==> config.mk <==
export PLATFORM = sky130hd
export DESIGN_NAME = uart_receiver
export DESIGN_NICKNAME = d
export VERILOG_FILES = /design/src/rtl/uart_receiver.sv
export SDC_FILE = /design/constraint.sdc
export NUM_CORES = 1
export LEC_CHECK = 0
export CAP_MARGIN = 20
export CORE_UTILIZATION = 54
export DETAILED_ROUTE_END_ITERATION = 8
export GPL_TIMING_DRIVEN = 0
export PLACE_DENSITY = 0.77
export SLEW_MARGIN = 10
export SYNTH_ARGS = -nofsm -noshare
export SYNTH_HDL_FRONTEND = slang
export SYNTH_SLANG_ARGS = --single-unit
export TNS_END_PERCENT = 30
==> constraint.sdc <==
create_clock -name clk -period 2.4 [get_ports clk]
set_clock_uncertainty 0.15 [all_clocks]
set_input_delay 0.24 -clock clk [delete_from_list [all_inputs] [get_ports clk]]
set_output_delay 0.24 -clock clk [all_outputs]
set_load 0.01 [all_outputs]
==> src/rtl/uart_receiver.sv <==
// 8E1 UART receiver driven by a 16x oversampling strobe; samples each bit at mid-period
// and reports bytes with a one-cycle valid pulse plus sticky parity/framing error flags.
module uart_receiver #(
    parameter int OVERSAMPLE = 16
) (
    input  logic       clk,
    input  logic       reset,
    input  logic       sample_ENABLE,
    input  logic       Rx_EN,
    input  logic       RxD,
    output logic [7:0] Rx_DATA,
    output logic       Rx_VALID,
    output logic       Rx_PERROR,
    output logic       Rx_FERROR
);

    localparam int TW = $clog2(OVERSAMPLE);
    localparam logic [TW-1:0] TICK_MID  = TW'(OVERSAMPLE / 2 - 1);
    localparam logic [TW-1:0] TICK_LAST = TW'(OVERSAMPLE - 1);

    typedef enum logic [2:0] {
        S_IDLE,
        S_START,
        S_DATA,
        S_PARITY,
        S_STOP
    } state_t;

    state_t          r_state;
    logic            r_rxd_meta;
    logic            r_rxd_s;
    logic [TW-1:0]   r_tick;
    logic [2:0]      r_bit;
    logic [7:0]      r_shift;
    logic [7:0]      r_data;
    logic            r_valid;
    logic            r_perr;
    logic            r_ferr;

    state_t          w_state_next;
    logic [TW-1:0]   w_tick_next;
    logic [2:0]      w_bit_next;
    logic [7:0]      w_shift_next;
    logic [7:0]      w_data_next;
    logic            w_valid_next;
    logic            w_perr_next;
    logic            w_ferr_next;
    logic            w_tick_mid;
    logic            w_tick_done;

    assign w_tick_mid  = sample_ENABLE && (r_tick == TICK_MID);
    assign w_tick_done = sample_ENABLE && (r_tick == TICK_LAST);

    always_ff @(posedge clk or negedge reset) begin
        if (!reset) begin
            r_rxd_meta <= 1'b1;
            r_rxd_s    <= 1'b1;
            r_state    <= S_IDLE;
            r_tick     <= '0;
            r_bit      <= '0;
            r_shift    <= '0;
            r_data     <= 8'h00;
            r_valid    <= 1'b0;
            r_perr     <= 1'b0;
            r_ferr     <= 1'b0;
        end else begin
            r_rxd_meta <= RxD;
            r_rxd_s    <= r_rxd_meta;
            r_state    <= w_state_next;
            r_tick     <= w_tick_next;
            r_bit      <= w_bit_next;
            r_shift    <= w_shift_next;
            r_data     <= w_data_next;
            r_valid    <= w_valid_next;
            r_perr     <= w_perr_next;
            r_ferr     <= w_ferr_next;
        end
    end

    always_comb begin
        w_state_next = r_state;
        w_tick_next  = r_tick;
        w_bit_next   = r_bit;
        w_shift_next = r_shift;
        w_data_next  = r_data;
        w_valid_next = 1'b0;
        w_perr_next  = r_perr;
        w_ferr_next  = r_ferr;

        if (!Rx_EN) begin
            w_state_next = S_IDLE;
        end else begin
            // The tick counter free-runs modulo OVERSAMPLE once a frame is under way.
            if (sample_ENABLE && (r_state != S_IDLE)) begin
                w_tick_next = r_tick + 1'b1;
            end
            case (r_state)
                S_IDLE: begin
                    if (!r_rxd_s) begin
                        w_tick_next  = '0;
                        w_bit_next   = '0;
                        w_perr_next  = 1'b0;
                        w_ferr_next  = 1'b0;
                        w_state_next = S_START;
                    end
                end
                S_START: begin
                    if (w_tick_mid) begin
                        if (!r_rxd_s) begin
                            w_tick_next  = '0;
                            w_state_next = S_DATA;
                        end else begin
                            w_state_next = S_IDLE;
                        end
                    end
                end
                S_DATA: begin
                    if (w_tick_done) begin
                        w_shift_next = {r_rxd_s, r_shift[7:1]};
                        w_bit_next   = r_bit + 3'd1;
                        if (r_bit == 3'd7) begin
                            w_state_next = S_PARITY;
                        end
                    end
                end
                S_PARITY: begin
                    if (w_tick_done) begin
                        w_perr_next  = r_perr | (^{r_shift, r_rxd_s});
                        w_state_next = S_STOP;
                    end
                end
                S_STOP: begin
                    // Leaving at mid-stop-bit lets a back-to-back start edge be caught next cycle.
                    if (w_tick_done) begin
                        w_ferr_next  = r_ferr | ~r_rxd_s;
                        w_data_next  = r_shift;
                        w_valid_next = ~r_perr & r_rxd_s;
                        w_state_next = S_IDLE;
                    end
                end
                default: w_state_next = S_IDLE;
            endcase
        end
    end

    assign Rx_DATA   = r_data;
    assign Rx_VALID  = r_valid;
    assign Rx_PERROR = r_perr;
    assign Rx_FERROR = r_ferr;

endmodule

### Yosys cells after proc, flatten, opt, wreduce, memory -nomap -nowiden

Index checks and enable logic that the tools add are counted.

| cells by class | value |
|---|---|
| div/mod/pow operators | 0 |
| mux-type cells | 24 |
| multiply operators | 0 |
| $lt $le $gt $ge | 0 |
| add/subtract/negate cells | 2 |
| eq/ne operators | 17 |
| shifts and indexed selects | 0 |
| reductions and logical operators | 15 |
| bitwise operators | 5 |

Operators with widths:

| cell | count |
|---|---|
| 3-bit 2-to-1 mux | 9 |
| 3-bit != test (second input constant) | 6 |
| 3-bit case mux with 5 select lines | 1 |
| 4-bit 2-to-1 mux | 3 |
| 4-bit AND reduction | 3 |
| 9-bit parity | 1 |
| 2-bit != test (second input constant) | 4 |
| 4-bit case mux with 2 select lines | 1 |
| 3-bit by 2-bit == test with 1-bit output (second input constant) | 2 |
| 3-bit == test (second input constant) | 2 |
| 1-bit 2-to-1 mux | 6 |
| 3-bit case mux with 2 select lines | 1 |
| 3-bit AND reduction | 2 |
| 6-bit AND reduction | 1 |
| 2-bit nonzero test | 3 |
| 4-bit by 1-bit adder with 4-bit output (second input constant) | 1 |
| 4-bit by 3-bit == test with 1-bit output (second input constant) | 1 |
| 4-bit == test (second input constant) | 1 |
| 1-bit case mux with 2 select lines | 2 |
| 3-bit by 1-bit adder with 3-bit output (second input constant) | 1 |
| 3-bit by 1-bit == test with 1-bit output (second input constant) | 1 |
| 1-bit logical AND | 3 |
| 3-bit logical NOT | 1 |
| 3-bit nonzero test | 1 |
| other kinds (4) | 6 |

| storage, ports and cells | value |
|---|---|
| memories kept | 0 |
| output and inout bits | 11 |
| bits in registers | 31 |
| word-level logic and storage cells | 73 |
| bits in writable memories | 0 |
| bits of input ports | 5 |
| memory bits (read-only) | 0 |
| bits in latches | 0 |

### Longest topological paths before layout

Gate-level depths: netlist (run 1).

| depth | value |
|---|---|
| depth in word-level cells | 6 |
| mapped depth | 5 |
| mapped depth without buffers | 5 |

### Least setup slack after synthesis (run 1)

No wires, ideal clock.

| timing | value |
|---|---|
| kind | reg-to-reg |
| start | register r_tick[0] |
| end | register r_bit[0] |
| stages on the path, launching flop included | 6 |
| required time | 2.122 ns |
| library setup time | 0.128 ns |
| period minus slack after synthesis | 1.824 ns |
| path buffers | 0 |
| path slack | 0.576 ns |
| data arrival time | 1.547 ns |
| path through | dfrtp_1 ha_1 and3_4 and3_2 o21ai_2 mux2_1 |

| on the way | value |
|---|---|
| longest elaborated chain between the ends | 4 |

Ends and longest elaborated chain:

| what | line | source |
|---|---|---|
| from (decl) | 32 | `logic [TW-1:0] r_tick;` |
| from (signal assigned) | 70 | `r_tick <= w_tick_next;` |
| 4-bit == test | 52 | `assign w_tick_done = sample_ENABLE && (r_tick == TICK_LAST);` |
| 1-bit logical AND | 52 |  |
| 2-bit != test (no source line) | n/a |  |
| 4-bit AND reduction (no source line) | n/a |  |
| to (signal assigned) | 71 | `r_bit <= w_bit_next;` |
| to (decl) | 33 | `logic [2:0] r_bit;` |

No other way between the ends.
A chain may end at the register's enable or synchronous reset.

### Final worst setup path (run 1)

Same ends and word-level chain as after synthesis.

==> metrics.yaml, run 1 <==
grt_overflow_total: 0
first_pass_iters: 4
track_usage_pct: 20.2
synth.largest_area_cell: "dfrtp_1"
die_area_mm2: 0.00300
final_core_util_pct: 70.0
synth_area_mm2: 0.00150
cp_max_fo: 5
synthMuxAreaShare_pct: 15.0
yosys.area_share.adder_pct: 3.33
synth_cell_types: 40
synth_area_per_cell_um2: 12.6
synth_top_family_by_area: "multiplexers"
finalCritPeriodShare_pct: 82.4
arrival_ns: 2.02
r2r_setup_slack_ns: 0.42
finalNetCount: 151
drc: 0
critPathRequiredTime_ns: 2.44
setup_tns_ns: 0
synth-simple-area-share_pct: 12.4
worstSetupEndpointType: "flop"
grt_pass1_vias: 916
finalSetupViolations: 0
synth_top_area_share_pct: 48.3
period_minus_slack_ns: 1.98
port_buffers: 15
synth_nets: 128
num_rows: 18
initial_core_util_pct: 59.0
antennaDiodeCount: 0
whs_ns: 0.194
ir_drop_mv: 0.507
clkLatencyLatePin_ns: 0.32
min_path_type: "in2reg"
postCtsSetupBuffers: 0
path_buf_inv: 0
num_vias: 982
wl_per_cell_um: 15.1
status: "finished, final reports clean"
cts_sinks: 31
syn_inst: 119
synth_seq_area_share_pct: 51.8
fp.dieW_um: 54.8
slew_headroom_pct: 54.9
crit_family: "flip-flops"
clockBufferDepth: 2
drtIter0Drc: 19
power_density_mw_per_mm2: 574
yosys_warnings: 0
synth.area.top_cells: "dfrtp_1 48%, mux2_2 11%, dfstp_2 3.5%"
antenna_left: 0
grt_max_degree: 32
synth_compound_area_share_pct: 7.24
grt_pass1_wl_um: 4090
cts_buffers: 5
cts_max_level: 2
synthXorXnorAreaFrac_pct: 6.74
tightest_slew_ns: 0.676
routed_wl_um: 2610
io_pins: 16
hpwlAfterDp_um: 1850
rsz0062_at_grt: "no"
cpPeakStageDelay_ns: 0.45
drv_cap: 0
core_area_mm2: 0.00254
place_congestion: 0.814
clk_pin_slew_ns: 0.11
crit_type: "reg2reg"
slew_viol_final: 0
crit_slowest_cell: "dfrtp_1"
hold_violations: 0
grt_antenna_before_repair: 0
cts_root_buffer: "clkbuf_4"
dieHeight_um: 54.8
crit_chain: "ha_1 > and3_4 > and3_2 > o21ai_2 > mux2_1"
drive_gt1_share_pct: 26.6
critPathLaunchType: "flop"
via_per_inst: 5.68
synthToLayoutAreaGrowth_pct: 18.6
cts_tree: "done"
total_leakage_power_nw: 0.866
timing.fmax_mhz: 506
ys_ff_latch: 31
cell usage after synthesis:
cell type and count:
a211oi_1 1, a21oi_1 3, a22o_1 1, a22oi_1 1, a311oi_1 1, and3_1 1
and3_2 1, and3_4 2, buf_4 2, buf_6 2, dfrtp_1 29, dfstp_2 2
ha_1 4, inv_1 4, mux2_1 1, mux2_2 15, mux2_4 1, mux2i_1 3
nand2_1 5, nand2_2 1, nand2b_1 1, nand3_1 4, nand3_4 1, nand4_1 1
nor2_1 7, nor2b_1 2, nor3_1 2, nor3b_1 1, nor3b_2 1, nor4_1 1
o21a_1 1, o21ai_0 2, o21ai_2 1, o21bai_1 1, o2bb2ai_1 1, o311a_1 1
o41ai_1 1, xnor2_1 6, xnor3_1 1, xor2_1 3
flip-flops by register name (all words and copies together), names as in the netlist, 3 cells and up:
register / flops
r_bit: 3
r_shift: 8
Rx_DATA: 8
r_state: 3
r_tick: 4
routing by layer:
metal,share of wire [%],up-vias,GRT usage [%]
li1,-,465,-
met1,46,490,25.1
met2,49,25,33.1
met3,4.4,2,7.22
met4,0.61,0,5.13
met5,0,-,0
repair_timing:
| action | in CTS | in global routing |
|---|---|---|
| hold buffers | 1 | 0 |
| hold endpoints to repair | 29 | 0 |
| gates resized for setup | 0 | 0 |
cells by family (layout without fill, tap and decap cells):
group                    Yosys count  in the layout
flip-flops                        31             31
AND/OR/NAND/NOR                   31             31
multiplexers                      20             20
AO/OA/AOI/OAI                     15             15
XOR/XNOR                          10             10
buffers and inverters              8             32
adder cells (fa/ha/maj)            4              4
metrics by stage:
| step | instance area [um^2] | setup slack [ns] | std cells | power (W) |
|---|---|---|---|---|
| after floorplan | 1500 | 0.576 | 119 | 0.000583 |
| after global placement | 1690 | 0.401 | 164 | 0.000607 |
| after detailed placement | 1690 | 0.361 | 164 | 0.000609 |
| after CTS | 1780 | 0.417 | 173 | 0.00103 |
| after global routing | 1780 | 0.354 | 173 | 0.00107 |
| final | 1780 | 0.424 | 173 | 0.00102 |
worst register-to-register path, cell delays in order (launching register included):
cell	delay [ns]
dfrtp_1	0.45
ha_1	0.23
and3_4	0.20
and3_2	0.24
o21ai_2	0.23
mux2_1	0.35
cells in the final DEF, fill, tap and decap left out, types with 4 or more instances in the layout:
cell	netlist	routed
dfrtp_1	29	29
mux2_2	15	15
clkdlybuf4s50_1	0	14
nor2_1	7	7
xnor2_1	6	6
nand2_1	5	5
clkbuf_4	0	5
inv_1	4	4
nand3_1	4	4
ha_1	4	4
power by group:
part | internal (W) | switching (W)
Combinational | 0.0000228 | 0.0000333
Sequential | 0.000532 | 0.0000107
Clock | 0.000246 | 0.000177
Total | 0.000801 | 0.000221
worst paths after layout:
kind / depth (start not counted) / from / end
worst min-delay path: 1 / RxD / r_rxd_meta
max in group asynchronous: 2 / reset / Rx_DATA[7]
min in group asynchronous: 2 / reset / r_tick[0]
worst max-delay path: 5 / r_tick[0] / r_bit[0]
worst min register to register: 0 / r_rxd_meta / r_rxd_s
worst max register to register: 5 / r_tick[0] / r_bit[0]
final cells by class:
class	count	area [um^2]
Fill cell	198	763
Timing Repair Buffer	16	155
Clock inverter	2	35.0
Multi-Input combinational cell	80	672
Inverter	4	15.0
Tap cell	30	37.5
Sequential cell	31	778
Clock buffer	6	51.3
Buffer	4	37.5
(Power assumes the default switching activity.)
==> run 2: changes to the inputs <==
Settings changed: CORE_UTILIZATION 54 to 50, PLACE_DENSITY 0.77 to 0.75.
Clock period 2.4 ns to 1.6 ns, I/O delays scaled along.
==> run 2 against run 1 <==
The flow now finishes with violations (design-rule violations, negative setup slack); hold slack worse by 0.11 ns; clock power is 53% higher; first-iteration DRC count is 32% higher; via count is 2.5% higher; register-to-register slack worse by 0.55 ns; sequential cell count stayed put; global-route usage is 0.077 points lower; critical path depth stayed put; critical path type unchanged; critical endpoint is now Rx_DATA[3].
==> metrics.yaml, run 2 (synthesized netlist as in run 1, its figures left out) <==
drtIter0Drc: 25  # was 19
cpPeakStageDelay_ns: 0.38  # was 0.45 ns
min_path_type: "in2reg"  # unchanged
clk_pin_slew_ns: 0.10  # was 0.11 ns
cts_root_buffer: "clkbuf_4"  # unchanged
clkLatencyLatePin_ns: 0.33  # was 0.32 ns
crit_slowest_cell: "dfrtp_1"  # unchanged
drc: 2  # was 0
drive_gt1_share_pct: 32.0  # was 26.6%
fp.dieW_um: 56.8  # was 54.8 um
placed_area_mm2: 0.00171  # was 0.00169 mm^2
r2r_setup_slack_ns: -0.13  # was 0.42 ns
regToRegStartpoint: "r_tick[1]"  # was r_tick[0]
io_pins: 16  # unchanged
worstSetupEndpointType: "flop"  # unchanged
place_congestion: 0.850  # was 0.814
total_leakage_power_nw: 0.903  # was 0.866 nW
cp_max_fo: 5  # unchanged
num_vias: 1007  # was 982
finalSetupViolations: 17  # was 0
r2r-end: "Rx_DATA[3]"  # was r_bit[0]
ir_drop_mv: 0.565  # was 0.507 mV
finalNetCount: 155  # was 151
critPathLaunchType: "flop"  # unchanged
fin_area_mm2: 0.00186  # was 0.00178 mm^2
crit_chain: "ha_2 > and3_4 > and3_4 > nand3_4 > mux2_4"  # was ha_1 > and3_4 > and3_2 > o21ai_2 > mux2_1
status: "finished, violations left"  # was finished, final reports clean
hold_path_end: "r_rxd_meta"  # unchanged
port_buffers: 15  # unchanged
clockBufferDepth: 2  # unchanged
grt_pass1_vias: 968  # was 916
grt_pass1_wl_um: 4690  # was 4090 um
power_density_mw_per_mm2: 843  # was 574 mW/mm^2
arrival_ns: 1.80  # was 2.02 ns
hold_violations: 0  # unchanged
drv_cap: 0  # unchanged
cts_tree: "done"  # unchanged
first_pass_iters: 6  # was 4
whs_path_depth: 1  # unchanged
fillCellCount: 224  # was 198
grt_overflow_total: 0  # unchanged
slew_headroom_pct: 54.8  # was 54.9%
cts_max_level: 2  # unchanged
setup_tns_ns: -1.61  # was 0 ns
antenna_left: 0  # unchanged
die_area_mm2: 0.00323  # was 0.00300 mm^2
cts_sinks: 31  # unchanged
grt_antenna_before_repair: 0  # unchanged
core_area_mm2: 0.00281  # was 0.00254 mm^2
critPathRequiredTime_ns: 1.67  # was 2.44 ns
dieHeight_um: 56.8  # was 54.8 um
antennaDiodeCount: 0  # unchanged
reg2reg_depth: 5  # unchanged
period_minus_slack_ns: 1.73  # was 1.98 ns
timing.fmax_mhz: 578  # was 506 MHz
grt_max_degree: 32  # unchanged
final_common_cell: "dfrtp_1"  # unchanged
wl_per_cell_um: 16.0  # was 15.1 um
slew_viol_final: 0  # unchanged
via_per_inst: 5.66  # was 5.68
rsz0062_at_grt: "yes"  # was no
track_usage_pct: 20.2  # about the same
hpwlAfterDp_um: 1860  # was 1850 um
crit_top_cell: "and3_4"
finalCritPeriodShare_pct: 108  # was 82.4%
worstHoldStart: "RxD"  # unchanged
synthToLayoutAreaGrowth_pct: 23.7  # was 18.6%
num_rows: 19  # was 18
routed_wl_um: 2850  # was 2610 um
setup_slack_ns: -0.130  # was 0.424 ns
layout.cells.most_common_list: "29 x dfrtp_1, 15 x mux2_2, 13 x clkdlybuf4s50_1"  # was 29 x dfrtp_1, 15 x mux2_2, 14 x clkdlybuf4s50_1
cts_buffers: 5  # unchanged
tightest_slew_ns: 0.678  # was 0.676 ns
initial_core_util_pct: 53.6  # was 59.0%
crit_type: "reg2reg"  # unchanged
violations: "design-rule violations, negative setup slack"
[run 2: cell types whose count changed in the layout (fill, tap and decap cells not counted), sizes merged]
| cell | before | now |
|---|---|---|
| nand3 | 5 | 6 |
| clkdlybuf4s50 | 14 | 13 |
| buf | 5 | 8 |
| dlygate4sd2 | 0 | 1 |
[run 2: where the power goes]
| group | internal [W] | leakage (nW) | switching [W] | total [W] |
|---|---|---|---|---|
| clock | 0.000369 | 0.0482 | 0.000277 | 0.000646 |
| sequential | 0.000799 | 0.423 | 0.0000120 | 0.000811 |
| combinational | 0.0000470 | 0.431 | 0.0000633 | 0.000110 |
| total | 0.00121 | 0.903 | 0.000352 | 0.00157 |
[run 2: worst max-delay path: cells and delay by family, from the launching register on]
kind,cells,cell delay [ns]
AND/OR/NAND/NOR,3,0.57
multiplexers,1,0.32
flip-flops,1,0.38
adder cells (fa/ha/maj),1,0.19
[run 2: area by class of cell]
cell class	instances	area, um^2	area share [%]
timing repair buffer	19	176	9.49
tap	31	38.8	2.09
sequential	31	778	41.9
buffer	4	37.5	2.02
multi-input combinational	81	727	39.1
clock inverter	2	35.0	1.88
clock buffer	6	51.3	2.76
inverter	4	15.0	0.808
[run 2: repair_timing]
item                                    in CTS  in global routing
hold buffers                                 1                  0
gates resized for setup                      2                  3
gates cloned                                 1                  0
pin swaps                                    0                  0
hold endpoints to repair                    29                  0
buffers inserted                             3                  0
endpoints found under the setup margin      22                 22
[run 2: routing by layer]
layer  GRT usage [%]  part of all wire [%]  vias to the layer above
met5               0                     0                        -
met1            26.2                    46                      494
met3            6.22                   4.1                        6
li1                -                     -                      478
met2            31.8                    48                       29
met4            7.32                   1.4                        0
[run 2: how the worst max path moves through the flow]
stage / cells past startpoint / end / start
5_1_grt: 5 / Rx_DATA[3] / r_tick[1]
6_report: 5 / Rx_DATA[3] / r_tick[1]
2_1_floorplan: 5 / Rx_DATA[3] / r_tick[0]
4_1_cts: 5 / Rx_DATA[3] / r_tick[1]
3_5_place_dp: 5 / Rx_DATA[3] / sample_ENABLE
3_3_place_gp: 1 / Rx_DATA[5] / reset
[run 2: stage by stage]
step           hold WS [ns]  std cells  setup slack, ns  total power, W  util [%]
6_report             0.0877        178           -0.130         0.00157      66.3
5_1_grt              0.0699        178           -0.169         0.00163      66.3
4_1_cts              0.0797        178           -0.120         0.00158      65.6
3_5_place_dp         0.0865        165           -0.336        0.000919      60.9
3_3_place_gp          0.196        165           -0.329        0.000914      61.1
2_1_floorplan        -0.286        119          -0.0701        0.000877         -
==> run 3: changes to the inputs <==
Settings changed: CAP_MARGIN 20 to 10, GPL_TIMING_DRIVEN 0 to default.
==> run 3 against run 2 <==
The flow still finishes with violations (design-rule violations, negative setup slack); worst setup slack improved by 0.0071 ns; clock-buffer cell count did not move; register-to-register slack barely moved.
==> metrics.yaml, run 3 (synthesized netlist as in run 1, its figures left out) <==
final_common_cell: "dfrtp_1"  # unchanged
post-place-ws_ns: -0.217  # was -0.336 ns
cp_max_fo: 3  # was 5
antennaDiodeCount: 0  # unchanged
critPathRequiredTime_ns: 1.66  # was 1.67 ns
fillCellCount: 208  # was 224
routed_wl_um: 2990  # was 2850 um
critPathLaunchType: "flop"  # unchanged
drv_cap: 0  # unchanged
power_density_mw_per_mm2: 804  # was 843 mW/mm^2
clockBufferDepth: 2  # unchanged
cts_tree: "done"  # unchanged
min_path_type: "in2reg"  # unchanged
cpPeakStageDelay_ns: 0.40  # was 0.38 ns
tightest_slew_ns: 0.470  # was 0.678 ns
drtIter0Drc: 17  # was 25
num_rows: 19  # unchanged
cp-endpoint: "r_bit[0]"  # was Rx_DATA[3]
grt_overflow_total: 0  # unchanged
r2r_setup_slack_ns: -0.12  # was -0.13 ns
worstSetupEndpointType: "flop"  # unchanged
track_usage_pct: 21.6  # was 20.2%
cts_max_level: 2  # unchanged
p_int_w: 0.00124  # was 0.00121 W
power_frac_comb_pct: 8.8  # was 7.0%
clk_pin_slew_ns: 0.10  # about the same
finalCritPeriodShare_pct: 108  # about the same
initial_core_util_pct: 53.6  # unchanged
timing.fmax_mhz: 580  # was 578 MHz
fp.dieW_um: 56.8  # unchanged
antenna_left: 0  # unchanged
core_area_mm2: 0.00281  # unchanged
p_switching_w: 0.000353  # was 0.000352 W
layout.cells.most_common_list: "29 x dfrtp_1, 22 x buf_4, 15 x mux2_2"  # was 29 x dfrtp_1, 15 x mux2_2, 13 x clkdlybuf4s50_1
period_minus_slack_ns: 1.72  # was 1.73 ns
hpwlAfterDp_um: 2110  # was 1860 um
violations: "design-rule violations, negative setup slack"  # unchanged
regToRegStartpoint: "r_tick[0]"  # was r_tick[1]
grt_pass1_vias: 1088  # was 968
r2r-end: "r_bit[0]"  # was Rx_DATA[3]
rsz0062_at_grt: "yes"  # unchanged
setup_slack_ns: -0.123  # was -0.130 ns
synthToLayoutAreaGrowth_pct: 31.8  # was 23.7%
crit_start: "r_tick[0]"  # was r_tick[1]
total_leakage_power_nw: 1.02  # was 0.903 nW
grt_max_degree: 13  # was 32
setup_tns_ns: -1.73  # was -1.61 ns
io_pins: 16  # unchanged
num_vias: 1051  # was 1007
finalSetupViolations: 21  # was 17
arrival_ns: 1.78  # was 1.80 ns
drc: 2  # unchanged
clkLatencyLatePin_ns: 0.33  # about the same
hold_violations: 0  # unchanged
finalNetCount: 171  # was 155
crit_slowest_cell: "dfrtp_1"  # unchanged
crit_chain: "ha_2 > and3_4 > buf_6 > and3_4 > o21ai_4 > mux2_4"  # was ha_2 > and3_4 > and3_4 > nand3_4 > mux2_4
slew_headroom_pct: 68.6  # was 54.8%
die_area_mm2: 0.00323  # unchanged
worstHoldStart: "RxD"  # unchanged
crit_type: "reg2reg"  # unchanged
reg2reg_depth: 6  # was 5
grt_antenna_before_repair: 0  # unchanged
port_buffers: 15  # unchanged
place_congestion: 0.784  # was 0.850
drive_gt1_share_pct: 37.4  # was 32.0%
dieHeight_um: 56.8  # unchanged
power_frac_seq_pct: 51.0  # was 51.7%
wl_per_cell_um: 15.4  # was 16.0 um
ir_drop_mv: 0.529  # was 0.565 mV
status: "finished, violations left"  # unchanged
cts_root_buffer: "clkbuf_4"  # unchanged
clock_power_share_pct: 40.2  # was 41.2%
swShare_pct: 22.2  # was 22.5%
crit_top_cell: "and3_4"  # unchanged
cts_buffers: 5  # unchanged
cts_sinks: 31  # unchanged
grt_pass1_wl_um: 5040  # was 4690 um
slew_viol_final: 0  # unchanged
first_pass_iters: 6  # unchanged
via_per_inst: 5.42  # was 5.66
-- run 3: final cells by class --
| class | instances | area [um^2] | area share [%] |
|---|---|---|---|
| clock inverter | 2 | 35.0 | 1.77 |
| clock buffer | 6 | 51.3 | 2.59 |
| inverter | 4 | 15.0 | 0.758 |
| sequential | 31 | 778 | 39.3 |
| tap | 31 | 38.8 | 1.96 |
| multi-input combinational | 81 | 722 | 36.4 |
| timing repair buffer | 39 | 340 | 17.2 |
-- run 3: critical path, delay by kind of cell (launching register included) --
family | cells | cell delay, ns
simple gates | 2 | 0.31
flops | 1 | 0.40
compound gates | 1 | 0.13
fa+ha+maj | 1 | 0.19
buf+inv | 1 | 0.11
mux | 1 | 0.31
-- run 3: what timing repair did --
action / 4_1_cts / 5_1_grt
hold buffers: 1 / 0
gates cloned: 1 / 0
endpoints found under the hold margin: 3 / 0
pin swaps: 2 / 2
resized for setup: 4 / 3
buffers inserted: 2 / 1
setup endpoints to repair: 24 / 28
-- run 3: power groups by stage --
stage               Sequential [W]  Combinational, W  Clock (W)
finish                    0.000813          0.000140   0.000640
detailed placement        0.000828          0.000128          0
CTS                       0.000813          0.000141   0.000652
global placement          0.000826          0.000124          0
global route              0.000815          0.000156   0.000692
floorplan                 0.000826         0.0000512          0
-- run 3: layer usage --
metal | up-vias | global-route usage [%] | wire length, um
met5 | - | 0 | 0
met4 | 0 | 10.5 | 55
met3 | 7 | 4.84 | 74
met2 | 15 | 34.5 | 1480
met1 | 516 | 27.9 | 1380
li1 | 513 | - | -
-- run 3: how the worst min path moves through the flow --
stage,endpoint,cells past startpoint
2_1_floorplan,Rx_DATA[0],0
3_3_place_gp,r_rxd_s,0
3_5_place_dp,r_rxd_s,0
4_1_cts,r_rxd_meta,1
5_1_grt,r_rxd_meta,1
6_report,r_rxd_meta,1
-- run 3: through the flow --
step	instance area, um^2	power (W)	hold slack [ns]	std cells	util [%]
floorplan	1530	0.000877	-0.286	119	-
global placement	1830	0.000950	0.198	181	65.1
detailed placement	1830	0.000956	0.199	181	65.1
CTS	1960	0.00161	0.0854	193	69.9
global route	1980	0.00166	0.0646	194	70.6
finish	1980	0.00159	0.0925	194	70.6
